`src/rtl/calc_display.sv`:
```
// calc_display: captures BCD digits offered by a calculator, commits complete
// frames, and multiplexes them onto an 8-digit active-low seven-segment display.
//
// state       | meaning
// MODE_NORMAL | committed digits shown with leading-zero blanking
// MODE_ERROR  | fixed "Erro" image on digits 3..0, held until reset
module calc_display #(
  parameter int unsigned SCAN_DIV = 1000
) (
  input  logic       clock,
  input  logic       reset,
  input  logic [1:0] status,
  input  logic [3:0] data,
  input  logic [3:0] pos,
  output logic [7:0] an,
  output logic [6:0] seg,
  output logic       frame_done,
  output logic       err
);

  typedef enum logic {
    MODE_NORMAL = 1'b0,
    MODE_ERROR  = 1'b1
  } mode_e;

  localparam logic [1:0]  ST_ERROR   = 2'b00;
  localparam logic [1:0]  ST_BUSY    = 2'b01;
  localparam logic [1:0]  ST_READY   = 2'b10;
  localparam logic [15:0] PRESC_LAST = 16'(SCAN_DIV - 1);

  localparam logic [6:0] SEG_BLANK = 7'b1111111;
  localparam logic [6:0] SEG_E     = 7'b0000110;
  localparam logic [6:0] SEG_R     = 7'b0101111;
  localparam logic [6:0] SEG_O     = 7'b0100011;

  logic [7:0][3:0] shadow_q, shadow_d;
  logic [7:0][3:0] disp_q, disp_d;
  logic [7:0]      mask_q, mask_d;
  logic            frame_done_q, frame_done_d;
  mode_e           mode_q, mode_d;
  logic [15:0]     presc_q, presc_d;
  logic [2:0]      scan_q, scan_d;
  logic [7:0]      an_q, an_d;
  logic [6:0]      seg_q, seg_d;
  logic [2:0]      msd;

  function automatic logic [6:0] bcd_to_seg(input logic [3:0] d);
    logic [6:0] s;
    case (d)
      4'd0:    s = 7'b1000000;
      4'd1:    s = 7'b1111001;
      4'd2:    s = 7'b0100100;
      4'd3:    s = 7'b0110000;
      4'd4:    s = 7'b0011001;
      4'd5:    s = 7'b0010010;
      4'd6:    s = 7'b0000010;
      4'd7:    s = 7'b1111000;
      4'd8:    s = 7'b0000000;
      4'd9:    s = 7'b0010000;
      default: s = SEG_BLANK;
    endcase
    return s;
  endfunction

  // Writes and commits need different status codes, so they never collide.
  always_comb begin
    shadow_d     = shadow_q;
    mask_d       = mask_q;
    disp_d       = disp_q;
    frame_done_d = 1'b0;
    if (status == ST_BUSY && !pos[3]) begin
      shadow_d[pos[2:0]] = data;
      mask_d[pos[2:0]]   = 1'b1;
    end else if (status == ST_READY && mask_q == 8'hFF) begin
      disp_d       = shadow_q;
      mask_d       = '0;
      frame_done_d = 1'b1;
    end
  end

  always_comb begin
    mode_d = mode_q;
    case (mode_q)
      MODE_NORMAL: if (status == ST_ERROR) mode_d = MODE_ERROR;
      MODE_ERROR:  mode_d = MODE_ERROR;
    endcase
  end

  always_comb begin
    presc_d = presc_q + 16'd1;
    scan_d  = scan_q;
    if (presc_q == PRESC_LAST) begin
      presc_d = '0;
      scan_d  = scan_q + 3'd1;
    end
  end

  // Index of the most significant nonzero entry; codes 10..15 count as nonzero.
  always_comb begin
    msd = 3'd0;
    for (int i = 1; i < 8; i++) begin
      if (disp_q[i] != 4'd0) msd = 3'(i);
    end
  end

  always_comb begin
    an_d  = ~(8'd1 << scan_q);
    seg_d = SEG_BLANK;
    if (mode_q == MODE_ERROR) begin
      case (scan_q)
        3'd3:       seg_d = SEG_E;
        3'd2, 3'd1: seg_d = SEG_R;
        3'd0:       seg_d = SEG_O;
        default:    seg_d = SEG_BLANK;
      endcase
    end else if (scan_q <= msd) begin
      seg_d = bcd_to_seg(disp_q[scan_q]);
    end
  end

  always_ff @(posedge clock or posedge reset) begin
    if (reset) begin
      shadow_q     <= '0;
      disp_q       <= '0;
      mask_q       <= '0;
      frame_done_q <= 1'b0;
      mode_q       <= MODE_NORMAL;
      presc_q      <= '0;
      scan_q       <= '0;
      an_q         <= 8'hFF;
      seg_q        <= 7'h7F;
    end else begin
      shadow_q     <= shadow_d;
      disp_q       <= disp_d;
      mask_q       <= mask_d;
      frame_done_q <= frame_done_d;
      mode_q       <= mode_d;
      presc_q      <= presc_d;
      scan_q       <= scan_d;
      an_q         <= an_d;
      seg_q        <= seg_d;
    end
  end

  assign an         = an_q;
  assign seg        = seg_q;
  assign frame_done = frame_done_q;
  assign err        = (mode_q == MODE_ERROR);

endmodule

```
`config.mk`:
```
export PLATFORM = sky130hd
export DESIGN_NAME = calc_display
export DESIGN_NICKNAME = d
export VERILOG_FILES = /design/src/rtl/calc_display.sv
export SDC_FILE = /design/constraint.sdc
export NUM_CORES = 1
export LEC_CHECK = 0
export BUFFER_PORTS_ARGS = -buffer_cell sky130_fd_sc_hd__buf_2
export CAP_MARGIN = 20
export CORE_MARGIN = 8
export CORE_UTILIZATION = 40
export CTS_BUF_LIST = sky130_fd_sc_hd__clkbuf_8
export CTS_CLUSTER_SIZE = 25
export DETAILED_ROUTE_END_ITERATION = 6
export GPL_TIMING_DRIVEN = 1
export PLACE_DENSITY = 0.57
export SKIP_CTS_REPAIR_TIMING = 1
export SLEW_MARGIN = 15
export SYNTH_ARGS = -nofsm -noshare
export SYNTH_HDL_FRONTEND = slang
export SYNTH_SLANG_ARGS = --single-unit
```
`constraint.sdc`:
```
create_clock -name clock -period 3.99 [get_ports clock]
set_input_delay 0.1995 -clock clock [delete_from_list [all_inputs] [get_ports clock]]
set_output_delay 0.1995 -clock clock [all_outputs]
set_load 0.01 [all_outputs]
```
* Word-level counts from Yosys, hierarchy flattened
Memory sizes are Yosys's and may differ from the RTL's. Index checks and enable logic that the tools add are counted.
Word-level totals: bits in registers 108, bits in read-only memories 112, bits of input ports 12, output and inout bits 17, word-level logic and storage cells 82, memories kept 1
Operators by class: add/subtract/negate cells 2, magnitude comparators 4, equality and inequality tests 7, shift operators 1, mux-type cells 24, bitwise logic cells 4, reduce and logical (&&, ||, !) cells 16
Memory list:
- (name not given) | depth 16, bits a word 7, read ports 1, clocked after Yosys merged registers in 0, write ports 0, line 49 | case (d)
Operator list (number):
- 32-bit bitwise mux | 1
- 4-bit nonzero test | 7
- 7-bit case mux with 3 select lines | 1
- 3-bit 2-to-1 mux | 6
- 16-bit by 1-bit adder with 16-bit output (second input constant) | 1
- 16-bit by 10-bit equality test with 1-bit output (second input constant) | 1
- 16-bit 2-to-1 mux | 1
- 8-bit 2-to-1 mux | 2
- 7-bit 2-to-1 mux | 2
- 4-bit binary-select mux with 3-bit select | 1
- 4-bit demux with 3-bit select | 1
- 8-bit equality test (second input constant) | 1
- 3-bit by 4-bit less-than comparator with 1-bit output (second input constant) | 2
- 4-bit 2-to-1 mux | 2
- 8-bit NOT | 1
- 8-bit OR | 1
- 1-bit by 3-bit left shift with 8-bit output (first input constant) | 1
- 3-bit by 2-bit equality test with 1-bit output (second input constant) | 2
- 1-bit 2-to-1 mux | 5
- 3-bit by 1-bit adder with 3-bit output (second input constant) | 1
- 1-bit demux with 3-bit select | 1
- 3-bit by 1-bit equality test with 1-bit output (second input constant) | 1
- 3-bit by 1-bit >= comparator with 1-bit output (second input constant) | 1
- 3-bit less-or-equal comparator | 1
- 11 further kinds | 14

* Longest topological paths before layout
Gate-level depths: netlist (run 1).
depth after elaboration 11, depth in mapped cells 11, depth with buffers taken out 11

* Least setup slack after synthesis (run 1)
No wires, ideal clock.
path type register to register, start point register disp_q[20] in the netlist's numbering, end point register seg_q[5] (netlist: seg[5]), setup time 0.088 ns, data arrival time 2.263 ns, required time 3.902 ns, path slack 1.639 ns, cell stages (with the launch flop) 11, path buffers 0, clock period less this slack 2.351 ns, path through dfrtp_1 > or4_1 > nand2b_1 > a21oi_1 > nor2_1 > ha_1 > nor2b_1 > o211ai_1 > nand2_1 > nor3_2 > nor3_1
On the way: word-level cells in the longest chain between the ends 7, elaborated cells between the ends (all ways) 10, classes of those cells 1 x order compare; 7 x mux; 1 x reduce/logical; 1 x memory
Ends and longest elaborated chain:
- start, declared | line 37 | logic [7:0][3:0] disp_q, disp_d;
- start signal, assigned | line 134 | disp_q <= disp_d;
- parallel branches: the longest is 5 deep, another holds memory 16 x 7 bit
- 7-bit 2-to-1 mux * | line 116 | end else if (scan_q <= msd) begin
- 7-bit 2-to-1 mux * | line 109 | if (mode_q == MODE_ERROR) begin
- net seg_d[5] | line 44 | logic [6:0] seg_q, seg_d;
- end signal, assigned | line 141 | seg_q <= seg_d;
- end, declared | line 44
Mark *: on every way through the listed nets, which the timed path passes. The select of a mux whose other input is x is not followed. A chain may end at the register's enable or synchronous reset.

* Worst setup path in the final report (run 1)
Same ends and word-level chain as after synthesis.

==> results of run 1 <==
==> registers in the layout (all words and copies together), names as in the netlist <==
| signal | flops |
|---|---|
| mask_q | 8 |
| shadow_q | 32 |
| seg | 7 |
| frame_done | 1 |
| an | 8 |
| presc_q | 16 |
| err | 1 |
| scan_q | 3 |
| disp_q | 32 |
==> cells in the final DEF (no fill, tap or decap), types with 3 or more instances in the layout <==
master,n
ha_1,15
nor4_1,5
nor3_1,4
nor2_1,25
nand4_1,4
or4_1,3
dfstp_2,15
buf_4,4
dfrtp_1,93
mux2_2,58
inv_1,13
o21ai_1,3
o21ai_0,3
nand2_1,26
a21oi_1,12
nand3_1,7
mux2_1,7
xnor2_1,8
clkbuf_8,11
mux4_1,7
buf_2,28
or3_1,3
xor2_1,6
mux2i_1,3
nand3b_1,3
a211oi_1,4
==> cell type report <==
type | count | area, sq um | share of cell area [%]
sequential | 108 | 2720 | 50.7
multi-input combinational | 231 | 2000 | 37.3
timing repair buffer | 34 | 208 | 3.87
tap | 147 | 184 | 3.43
clock buffer | 11 | 151 | 2.82
inverter | 14 | 55.1 | 1.03
clock inverter | 5 | 43.8 | 0.817
==> worst max-delay path by stage <==
stage,end,slack (ns),cells after the start
detailed placement,seg[5],1.38,10
CTS,seg[5],1.36,10
floorplan,disp_q[0],0.97,1
finish,seg[5],1.35,10
global placement,seg[5],1.48,10
global route,seg[5],1.20,10
==> power groups by stage <==
stage / sequential, mW / combinational [mW] / clock [mW]
after detailed placement: 1.49 / 0.722 / 0
final: 1.46 / 0.724 / 0.644
after global routing: 1.49 / 0.811 / 0.724
after floorplan: 1.41 / 0.593 / 0
after global placement: 1.48 / 0.703 / 0
after CTS: 1.46 / 0.727 / 0.679
==> routing by layer <==
layer / vias up / track usage [%] / part of all wire [%]
met2: 53 / 20.0 / 48
met1: 1480 / 16.4 / 47
met5: - / 0 / 0
met3: 15 / 3.50 / 3.7
li1: 1363 / - / -
met4: 0 / 4.88 / 1.7
==> per-stage QoR <==
stage | util [%] | setup slack (ns) | area (sq um) | cells
after CTS | 44.9 | 1.36 | 5330 | 548
after global routing | 45.2 | 1.20 | 5360 | 550
after floorplan | - | 0.970 | 4820 | 363
after global placement | 43.2 | 1.48 | 5130 | 532
final | 45.2 | 1.35 | 5360 | 550
after detailed placement | 43.2 | 1.38 | 5130 | 532
==> critical path: cells and delay by family, from the launching register on <==
family | cells | cell delay [ns]
AO/OA/AOI/OAI | 2 | 0.37
adder cells (fa/ha/maj) | 1 | 0.28
flip-flops | 1 | 0.41
AND/OR/NAND/NOR | 7 | 1.51
==> cell families (layout without fill, tap and decap cells) <==
| family | Yosys count | count (layout) | share of synthesized area [%] |
|---|---|---|---|
| AOI/OAI and AO/OA | 29 | 29 | 3.64 |
| xor gates and xnor gates | 14 | 14 | 2.54 |
| adders and majority gates | 15 | 15 | 3.90 |
| buffers and inverters | 24 | 64 | 2.16 |
| DFF | 108 | 108 | 56.5 |
| muxes | 79 | 79 | 21.3 |
| and+or+nand+nor | 94 | 94 | 9.97 |
==> impl_metrics.ini, run 1 <==
[sta]
fin_setup_tns_ns = 0
finalHoldViolations = 0
fin_crit_sh_pct = 66.1
rsz0062_at_grt = false
min_period_ns = 2.64
setup_viol = 0
tightest_slew_ns = 0.609
relSlewSlack_pct = 59.4
hold_slack_ns = 0.0185
slew_violations = 0
max_freq_ghz = 0.379
fin_skew_ns = 0.0107

[power_and_ir_drop]
leakagePower_nw = 2.50
p_sw_share_pct = 30.9
p_switching_uw = 874
p_clk_share_pct = 22.8
finalPower_mw = 2.83
pwr_density_cell_mw_per_mm2 = 527
seq_power_share_pct = 51.6
ir_worst_vdd_v = 0.000320
comb_power_share_pct = 25.6
p_int_mw = 1.95

[clock_network]
cts.reportedPaths.clkPinSlew_ns = 0.10
numCtsBuffers = 9
clock-sinks = 108
clkLatencyLatePin_ns = 0.37
cts_root_buffer = clkbuf_8
cts_tree = yes
cts_max_path_buffers = 2
htreeDepth = 3

[global_route]
track_usage_pct = 12.7
grt_pass1_vias = 3033
grt_max_degree = 80
grt_antenna_before_repair = 0
grt_pass1_wl_um = 16000
grt_overflow = 0

[detailed_routing]
via_per_inst = 5.29
drc = 0
finalWirelength_um = 9370
first_iter_violations = 174
wire_per_inst_um = 17.0
via_count = 2911
postRouteAntennaNets = 0
dr.pass1.iters = 6

[final_layout]
synthToLayoutAreaGrowth_pct = 11.3
n_fill_cell = 1090
antennaDiodeCount = 0
nets = 425
drive_gt1_share_pct = 32.5

[flow_run]
maxCapViolCount = 0

[die]
rows = 40
die_y_um = 126
initial_core_util_pct = 40.6
die_area_sq_mm = 0.0158
io_pins = 29
die_width_um = 126
core_sq_mm = 0.0119

[outcome]
run_status = complete, no violations

[yosys]
synth.ff_latch_count = 108
synth_area_sq_mm = 0.00482
netlist_top_cells_area = dfrtp_1 48%, mux2_2 14%, dfstp_2 8.2%
yosysTopAreaCellShare_pct = 48.3
ys_warn_count = 0
synth_common_cells = 93 x dfrtp_1, 58 x mux2_2, 26 x nand2_1, 25 x nor2_1
ys_types = 44
synth_edf_count = 0
yosysTopAreaCell = dfrtp_1
yosysMostFrequentCell = dfrtp_1
syn_area_per_cell_sq_um = 13.3
synthCells = 363
ys_seq_area_share_pct = 56.5
syn_nets = 390
dominantRegCellSynth = dfrtp_1
synthArstFlopShare_pct = 100

[setup_path]
rr_worst_depth = 10
crit_arrival_ns = 2.93
crit_path_end_kind = flop
ff2ff_setup_slack_ns = 1.35
slowest_delay_ns = 0.55
cp_cell_sequence = or4_1 -> nand2b_1 -> a21oi_1 -> nor2_1 -> ha_1 -> nor2b_1 -> o211ai_1 -> nand2_1 -> nor3_2 -> nor3_1
start_kind = flop
critPathKind = flop to flop
worstReg2RegStart = disp_q[20]
worst_r2r_endpoint = seg[5]
cp_data_required_time_ns = 4.28
crit_fanout = 4
critPathSlowestCell = or4_1
crit_start = disp_q[20]

[hold_path]
min_from = status[1]
hold_end = err
worstHoldPathCells = 2
hp-class = primary input to flop

[place]
port_buffers = 28
hpwlAfterDp_um = 6610
gp_congestion = 0.823
Power figures use the tool's default switching activity.
==> run 2: changes to the inputs <==
==> constraint.sdc (replaced) <==
create_clock -name clock -period 2.65 [get_ports clock]
set_input_delay 0.1325 -clock clock [delete_from_list [all_inputs] [get_ports clock]]
set_output_delay 0.1325 -clock clock [all_outputs]
set_load 0.01 [all_outputs]
==> run 2 against run 1 <==
  * Final cell count increased by 0.36%
  * Critical endpoint unchanged
  * Wire length shrank 0.74%
  * Sequential power rose by 51%
  * Sequential cell count unchanged
  * Sequential share of layout area is 0.55 points lower
  * Total power is 52% higher
  * Register-to-register slack got worse by 1.2 ns
  * Largest cell class unchanged
  * Maximum frequency rose by 4.4%
  * Worst hold slack better by 0.12 ns
==> impl_metrics.ini, run 2 (synthesis gave the netlist of run 1 again) <==
[outcome]
run_status = complete, no violations

[clock_network]
htreeDepth = 3
numCtsBuffers = 9
cts_max_path_buffers = 2
cts_root_buffer = clkbuf_8
cts_tree = yes
clock-sinks = 108
clkLatencyLatePin_ns = 0.37
cts.reportedPaths.clkPinSlew_ns = 0.10

[die]
die_width_um = 126
initial_core_util_pct = 40.6
die_area_sq_mm = 0.0158
core_sq_mm = 0.0119
rows = 40
io_pins = 29
die_y_um = 126

[final_layout]
nets = 427
final_cell_area_sq_mm = 0.00542
antennaDiodeCount = 0
final_common_cell = dfrtp_1
multi_input_area_sq_mm = 0.00204
synthToLayoutAreaGrowth_pct = 12.5
drive_gt1_share_pct = 34.1
final_cell_mix = 93 x dfrtp_1, 58 x mux2_2, 28 x buf_2, 25 x nor2_1, 25 x nand2_1
n_fill_cell = 1089
top_regs = disp_q x32, shadow_q x32, presc_q x16
seqCellArea_sq_mm = 0.00272
final_cells = 552

[power_and_ir_drop]
ir_worst_vdd_v = 0.000401
pwr_density_cell_mw_per_mm2 = 792
leakagePower_nw = 2.50
finalPower_mw = 4.30

[place]
port_buffers = 28
placed_area_sq_mm = 0.00516
dp.cells = 533
place_ws_ns = 0.0915
gp_congestion = 0.839
hpwlAfterDp_um = 6490

[setup_path]
critPathSlowestCell = or4_4
crit_arrival_ns = 2.83
crit_fanout = 5
worst_r2r_endpoint = seg[5]
critPathKind = flop to flop
cp_cell_sequence = or4_4 -> nand2b_4 -> a21oi_1 -> nor2_1 -> ha_1 -> nor2b_1 -> o211ai_1 -> nand3_2 -> a211oi_2 -> nor3_1
worstReg2RegStart = disp_q[20]
rr_worst_depth = 10
start_kind = flop
crit_path_end_kind = flop
slowest_delay_ns = 0.54
ff2ff_setup_slack_ns = 0.12
cp_data_required_time_ns = 2.95

[sta]
finalHoldViolations = 0
min_period_ns = 2.53
setup_ws_ns = 0.123
setup_viol = 0
slew_violations = 0
hold_slack_ns = 0.138
fin_skew_ns = 0.00826
fin_crit_sh_pct = 95.4
tightest_slew_ns = 0.742
relSlewSlack_pct = 50.4
max_freq_ghz = 0.396

[global_route]
grt_overflow = 0
grt_max_degree = 75
grt_pass1_vias = 2976
grt_antenna_before_repair = 0
track_usage_pct = 12.4
grt_pass1_wl_um = 15500

[detailed_routing]
via_count = 2907
finalWirelength_um = 9300
via_per_inst = 5.27
postRouteAntennaNets = 0
dr.pass1.iters = 4
first_iter_violations = 149
wire_per_inst_um = 16.9
drc = 0

[hold_path]
min_from = data[3]
worstHoldPathCells = 2
hold_end = shadow_q[7]
hp-class = primary input to flop

[flow_run]
maxCapViolCount = 0
[run 2: layout make-up]
type	instances	area share (%)
sequential	108	50.2
multi-input combinational	231	37.7
inverter	14	1.04
timing repair buffer	36	4.29
tap	147	3.39
clock inverter	6	0.877
clock buffer	10	2.54
[run 2: worst max-delay path by stage]
| stage | from | endpoint | slack, ns |
|---|---|---|---|
| finish | disp_q[20] | seg[5] | 0.12 |
| global route | disp_q[20] | seg[5] | -0.02 |
| CTS | disp_q[20] | seg[5] | 0.06 |
| detailed placement | disp_q[20] | seg[5] | 0.09 |
| global placement | disp_q[20] | seg[4] | 0.12 |
| floorplan | disp_q[20] | seg[5] | 0.30 |
[run 2: per-layer routing]
layer	GRT usage, %	routed length, um	vias up
met5	0	0	-
met4	4.25	104	0
met3	3.33	264	9
met2	19.2	4360	37
met1	16.3	4580	1489
li1	-	-	1372
[run 2: critical path, delay by kind of cell, from the launching register on]
kind	cells	cell delay, ns
flops	1	0.41
compound gates	3	0.63
fa+ha+maj	1	0.28
simple gates	6	1.14
[run 2: report_power, final]
group / switching (mW) / internal (mW) / total [mW]
registers: 0.229 / 1.97 / 2.20
clock network: 0.562 / 0.374 / 0.936
logic: 0.551 / 0.606 / 1.16
total: 1.34 / 2.95 / 4.30
[run 2: stage by stage]
step / util (%) / TNS (ns)
after CTS: 45.1 / 0
after detailed placement: 43.5 / 0
final: 45.7 / 0
after global placement: 43.5 / 0
after global routing: 45.7 / -0.0303
after floorplan: - / 0
